## config.mk

```make
export PLATFORM = sky130hd
export DESIGN_NAME = free_list
export DESIGN_NICKNAME = d
export VERILOG_FILES = /design/src/rtl/rv32i_types.sv /design/src/rtl/free_list.sv
export SDC_FILE = /design/constraint.sdc
export NUM_CORES = 1
export LEC_CHECK = 0
export BUFFER_PORTS_ARGS = -buffer_cell sky130_fd_sc_hd__buf_4
export CAP_MARGIN = 15
export CORE_UTILIZATION = 45
export CTS_BUF_LIST = sky130_fd_sc_hd__clkbuf_4 sky130_fd_sc_hd__clkbuf_8 sky130_fd_sc_hd__clkbuf_16
export DETAILED_ROUTE_END_ITERATION = 8
export GPL_TIMING_DRIVEN = 0
export PLACE_DENSITY = 0.65
export SLEW_MARGIN = 20
export SYNTH_ARGS = -nofsm -noshare
export SYNTH_HDL_FRONTEND = slang
export SYNTH_SLANG_ARGS = --single-unit
export TNS_END_PERCENT = 10
```

## constraint.sdc

```tcl
create_clock -name clk -period 3.3 [get_ports clk]
set_clock_uncertainty 0.05 [all_clocks]
set_input_delay 0.66 -clock clk [delete_from_list [all_inputs] [get_ports clk]]
set_output_delay 0.66 -clock clk [all_outputs]
set_load 0.02 [all_outputs]
```

## src/rtl/rv32i_types.sv

```systemverilog
// Shared sizing for the rename free list: physical/architectural register counts and pointer widths.
package rv32i_types;
    localparam int PR_NUM   = 64;
    localparam int RRF_NUM  = 32;
    localparam int PR_WIDTH = $clog2(PR_NUM);
    localparam int FL_DEPTH = PR_NUM - RRF_NUM;
    localparam int PTR_W    = $clog2(FL_DEPTH) + 1;

    typedef logic [PR_WIDTH-1:0] pr_t;
    typedef logic [PTR_W-1:0]    fl_ptr_t;
endpackage

```

## src/rtl/free_list.sv

```systemverilog
// Circular free list of physical register indices with speculative head and committed-head rewind.
// Optional double-free tracking is compiled in with `define FREELIST_CHECK_EN.
module free_list
    import rv32i_types::*;
(
    input  logic                clk,
    input  logic                rst,
    input  logic                alloc_req,
    output logic [PR_WIDTH-1:0] alloc_pd,
    output logic                alloc_valid,
    input  logic                commit_alloc,
    input  logic                free_we,
    input  logic [PR_WIDTH-1:0] free_pd,
    input  logic                flush,
    output logic [PTR_W-1:0]    free_count,
    output logic                dbl_free_err
);
    localparam int IDX_W = PTR_W - 1;

    pr_t     mem_q [FL_DEPTH];
    fl_ptr_t head_q, head_d;
    fl_ptr_t tail_q, tail_d;
    fl_ptr_t cmt_head_q, cmt_head_d;
    fl_ptr_t rewind_ptr;
    logic    empty, full, pop, push, dbl_hit;

    assign empty       = (head_q == tail_q);
    assign full        = (head_q[PTR_W-1] != tail_q[PTR_W-1]) &&
                         (head_q[IDX_W-1:0] == tail_q[IDX_W-1:0]);
    assign alloc_pd    = mem_q[head_q[IDX_W-1:0]];
    assign alloc_valid = !empty;
    assign free_count  = tail_q - head_q;
    assign pop         = alloc_req && !empty && !flush;
    assign push        = free_we && !full && !dbl_hit;
    // A same-cycle commit retires the oldest speculative entry before the rewind.
    assign rewind_ptr  = cmt_head_q + PTR_W'(commit_alloc);

    always_comb begin
        head_d     = head_q;
        tail_d     = tail_q;
        cmt_head_d = rewind_ptr;
        if (flush)
            head_d = rewind_ptr;
        else if (pop)
            head_d = head_q + PTR_W'(1);
        if (push)
            tail_d = tail_q + PTR_W'(1);
    end

    always_ff @(posedge clk) begin
        if (rst) begin
            head_q     <= '0;
            cmt_head_q <= '0;
            tail_q     <= PTR_W'(FL_DEPTH);
        end else begin
            head_q     <= head_d;
            cmt_head_q <= cmt_head_d;
            tail_q     <= tail_d;
        end
    end

    always_ff @(posedge clk) begin
        if (rst) begin
            for (int i = 0; i < FL_DEPTH; i++)
                mem_q[i] <= PR_WIDTH'(RRF_NUM + i);
        end else if (push) begin
            mem_q[tail_q[IDX_W-1:0]] <= free_pd;
        end
    end

`ifdef FREELIST_CHECK_EN
    logic [PR_NUM-1:0] in_list_q, in_list_d;
    fl_ptr_t           rewind_cnt;
    logic [IDX_W-1:0]  rewind_slot;
    logic              dbl_err_q;

    assign dbl_hit    = free_we && in_list_q[free_pd];
    assign rewind_cnt = head_q - rewind_ptr;

    always_comb begin
        in_list_d   = in_list_q;
        rewind_slot = '0;
        if (pop)
            in_list_d[alloc_pd] = 1'b0;
        // Speculatively popped slots that the flush hands back become free again.
        if (flush) begin
            for (int i = 0; i < FL_DEPTH; i++) begin
                rewind_slot = rewind_ptr[IDX_W-1:0] + IDX_W'(i);
                if (PTR_W'(i) < rewind_cnt)
                    in_list_d[mem_q[rewind_slot]] = 1'b1;
            end
        end
        if (push)
            in_list_d[free_pd] = 1'b1;
    end

    always_ff @(posedge clk) begin
        if (rst) begin
            in_list_q <= {{FL_DEPTH{1'b1}}, {RRF_NUM{1'b0}}};
            dbl_err_q <= 1'b0;
        end else begin
            in_list_q <= in_list_d;
            if (dbl_hit)
                dbl_err_q <= 1'b1;
        end
    end

    assign dbl_free_err = dbl_err_q;
`else
    assign dbl_hit      = 1'b0;
    assign dbl_free_err = 1'b0;
`endif

    a_no_push_when_full: assert property (@(posedge clk) disable iff (rst) !(free_we && full));

endmodule

```

==> run_results.csv <==
group,metric,value,unit
detailed_routing,top_layer_used,"met5",
synthesis,ys_seq_area_share,61.3,%
synthesis,synthArstFlopShare,0,%
power_and_ir_drop,swShare,24.6,%
floorplan,start_util,46.3,%
detailed_routing,ant_nets,0,
worst_setup_path,endpoint_kind,"primary output",
clock_tree,worstSkewPairLatency,0.51,ns
timing,setup_viol,0,
detailed_routing,wl_met2,13.3,mm
worst_setup_path,crit_path_max_incr_delay,0.58,ns
finish,final-seq-area,6230,µm²
power_and_ir_drop,combinationalPowerShare,11.8,%
timing,tightestPinTransition,1.12,ns
global_routing,overflow,0,
timing,fin_crit_sh,98.4,%
finish,final_common_cell,"edfxtp_1",
detailed_routing,wl_met1,11.1,mm
finish,final_nets,829,
flow_run,max_cap_violations,0,
synthesis,synthFlopType,"edfxtp_1",
worst_setup_path,slowest_stage,"mux4_2",
timing,timing.final.crit_period,3.25,ns
detailed_routing,routed_via_density,6.16,
worst_setup_path,path_class,"reg2out",
synthesis,yosys_warnings,0,
clock_tree,htree_levels,1,
synthesis,synth.ff_latch_count,215,
synthesis,syn-num-nets,781,
floorplan,coreArea,22000,µm²
worst_setup_path,r2r-start,"tail_q[0]$_SDFFE_PP0P_",
worst_hold_path,whs_path_depth,2,
place,port_buffers,23,
floorplan,die_h,152,µm
finish,mostFrequentLayoutCells,"192 x edfxtp_1, 80 x or3_1, 49 x nand2_1",
clock_tree,cts_sinks,215,
synthesis,synth_top_area_share,56.7,%
worst_setup_path,r2r_setup_slack,0.17,ns
global_routing,antenna_found_initial,2,
power_and_ir_drop,powerDensity,550,nW/µm²
timing,rsz0062_at_grt,"no",
synthesis,syn_inst,756,
power_and_ir_drop,p_clk_share,39.7,%
worst_setup_path,timing.rr.end,"mem_q[8][0]$_SDFFCE_PN0P_",
floorplan,die_w,152,µm
power_and_ir_drop,p_switching,0.00155,W
synthesis,syn_area_per_cell,13.4,µm²
detailed_routing,dr.pass1.iters,7,
synthesis,ys_top_cells_by_area,"edfxtp_1 57%, mux4_2 11%, or3_1 4.9%",
power_and_ir_drop,p_int,0.00475,W
detailed_routing,wl_met3,2.65,mm
place,dpl.hpwl,19.7,mm
detailed_routing,drt-initial-drc-count,822,
place,gp_congestion,0.937,
global_routing,grt.total_usage,24.9,%
clock_tree,cts_tree,"done",
finish,drive_gt1_share,17.9,%
worst_setup_path,critPathMaxFanout,10,
status,status,"finished, violations left",
power_and_ir_drop,p_leak,3.28,nW
clock_tree,cts_buffers,23,
worst_setup_path,crit_required,2.59,ns
clock_tree,path_clk_slew,0.06,ns
power_and_ir_drop,vdd_drop_max,0.000408,V
clock_tree,clockBufferDepth,3,
clock_tree,hold_buffers,0,
worst_setup_path,arrival,2.54,ns
timing,worst_slack,0.0524,ns
finish,num-fill-cells,1836,
detailed_routing,drc,2,
finish,diodes,0,
synthesis,synth.distinct_cells,58,
synthesis,synth_edf_count,192,
timing,report.final.slew_viol_count,0,
timing,hold_viol,0,
global_routing,grt_start_max_net_pins,14,
status,failed_checks,"design-rule violations",
worst_hold_path,hold_end,"mem_q[31][4]$_SDFFCE_PN1P_",
clock_tree,cts-root-buf,"clkbuf_16",
synthesis,syn-cell-area,10200,µm²
worst_setup_path,timing.reg2reg.worst_path_depth,6,
power_and_ir_drop,seq_power_share,48.6,%
timing,fmax,308,MHz
synthesis,yosys.area.top_type,"edfxtp_1",
floorplan,placementRows,54,
finish,layout-area-overhead-vs-synth,12.6,%
worst_setup_path,critPathLaunchType,"flop",
global_routing,grt_pass1_wl,42.4,mm
place,dp_slack,0.103,ns
floorplan,io_pins,26,
worst_setup_path,cp_cell_sequence,"clkbuf_4 > mux4_2 > o22ai_1 > nor4_1 > buf_4",
detailed_routing,routed_wirelength,28.2,mm
global_routing,grt_pass1_vias,6890,
timing,relSlewSlack,24.5,%
finish,multi_input_area,3580,µm²
timing,fin_tns_setup,0,ns
worst_hold_path,min-delay-start,"free_pd[4]",
floorplan,die_area,23200,µm²
worst_hold_path,min_path_type,"in2reg",
detailed_routing,wl_per_cell,25.7,µm
detailed_routing,vias,6754,
[area by class of cell]
cell class / count / area share [%]
inverters: 19 / 0.623
clock inverters: 10 / 0.853
well taps: 280 / 3.06
clock buffers: 28 / 5.36
repair buffers: 23 / 1.51
multi-input cells: 451 / 31.3
flip-flops and latches: 215 / 54.4
plain buffers: 71 / 2.91
[logic make-up (layout without fill, tap and decap cells)]
family	Yosys count	count (layout)	share of synthesized area, %
multiplexers	50	50	10.8
buffers and inverters	90	151	3.73
AND/OR/NAND/NOR	288	288	15.3
other	1	1	0.0369
XOR/XNOR	12	12	1.18
AO/OA/AOI/OAI	87	87	6.01
flip-flops	215	215	61.3
adder cells (fa/ha/maj)	13	13	1.67
[registers in the layout (all words and copies together) (netlist names), named ones only]
| register | cells |
|---|---|
| mem_q | 192 |
| cmt_head_q | 6 |
| head_q | 6 |
| tail_q | 6 |
[power by group through the flow]
stage	Clock (W)	Sequential [W]	Combinational [W]
finish	0.00250	0.00305	0.000741
global route	0.00261	0.00306	0.000784
CTS	0.00251	0.00305	0.000731
detailed placement	0	0.00311	0.000725
global placement	0	0.00311	0.000717
floorplan	0	0.00310	0.000467
[Yosys cell counts, types with 2 or more instances]
cell	number
clkbuf_1	46
o21a_1	2
o311ai_4	3
nor2b_1	3
dfxtp_1	23
mux4_2	48
nand2_1	49
nor2_1	40
a211oi_1	3
or3b_2	2
mux2i_1	2
and2_1	41
inv_2	2
o22ai_1	24
o21ai_0	15
nand4_1	3
edfxtp_1	192
xor2_1	2
nor4_1	6
a21oi_1	5
and3_1	2
o211a_1	2
buf_2	15
xnor2_1	8
nand3b_1	6
buf_1	4
nor3_1	43
nand3_1	7
o21ai_1	17
inv_1	16
buf_4	6
a31oi_1	3
ha_1	12
or3_1	80
[metrics by stage]
stage | utilization (%) | power (W) | instances | hold WS (ns) | instance area, µm²
floorplan | - | 0.00356 | 756 | 0.414 | 10200
global placement | 48.7 | 0.00383 | 1059 | 0.452 | 10700
detailed placement | 48.7 | 0.00384 | 1059 | 0.466 | 10700
CTS | 52.0 | 0.00630 | 1097 | 0.385 | 11400
global route | 52.1 | 0.00645 | 1097 | 0.413 | 11400
finish | 52.1 | 0.00629 | 1097 | 0.400 | 11400
[worst max-delay path: cells and delay by family, from the launching register on]
kind	cells	cell delay, ns
flip-flops	1	0.37
AND/OR/NAND/NOR	1	0.15
multiplexers	1	0.58
AO/OA/AOI/OAI	1	0.40
buffers and inverters	2	0.52
[layer usage]
metal | global-route usage [%] | vias to the layer above
li1 | - | 2962
met1 | 32.3 | 3378
met2 | 40.6 | 334
met3 | 5.83 | 78
met4 | 9.57 | 2
met5 | 0 | -
[worst max-delay path by stage]
stage | from | end | cells after the start
6_report | flop | alloc_pd[0] | 5
5_1_grt | flop | alloc_pd[1] | 6
4_1_cts | flop | alloc_pd[3] | 6
3_5_place_dp | rst | mem_q[12][2]$_SDFFCE_PN1P_ | 5
3_3_place_gp | rst | mem_q[22][0]$_SDFFCE_PN0P_ | 5
2_1_floorplan | flop | alloc_pd[0] | 5
[timing repair]
action,CTS,global route
resized for setup,8,6
setup endpoints to repair,6,6
setup buffers,0,0
Note: power is estimated with default switching activity, not from simulation.
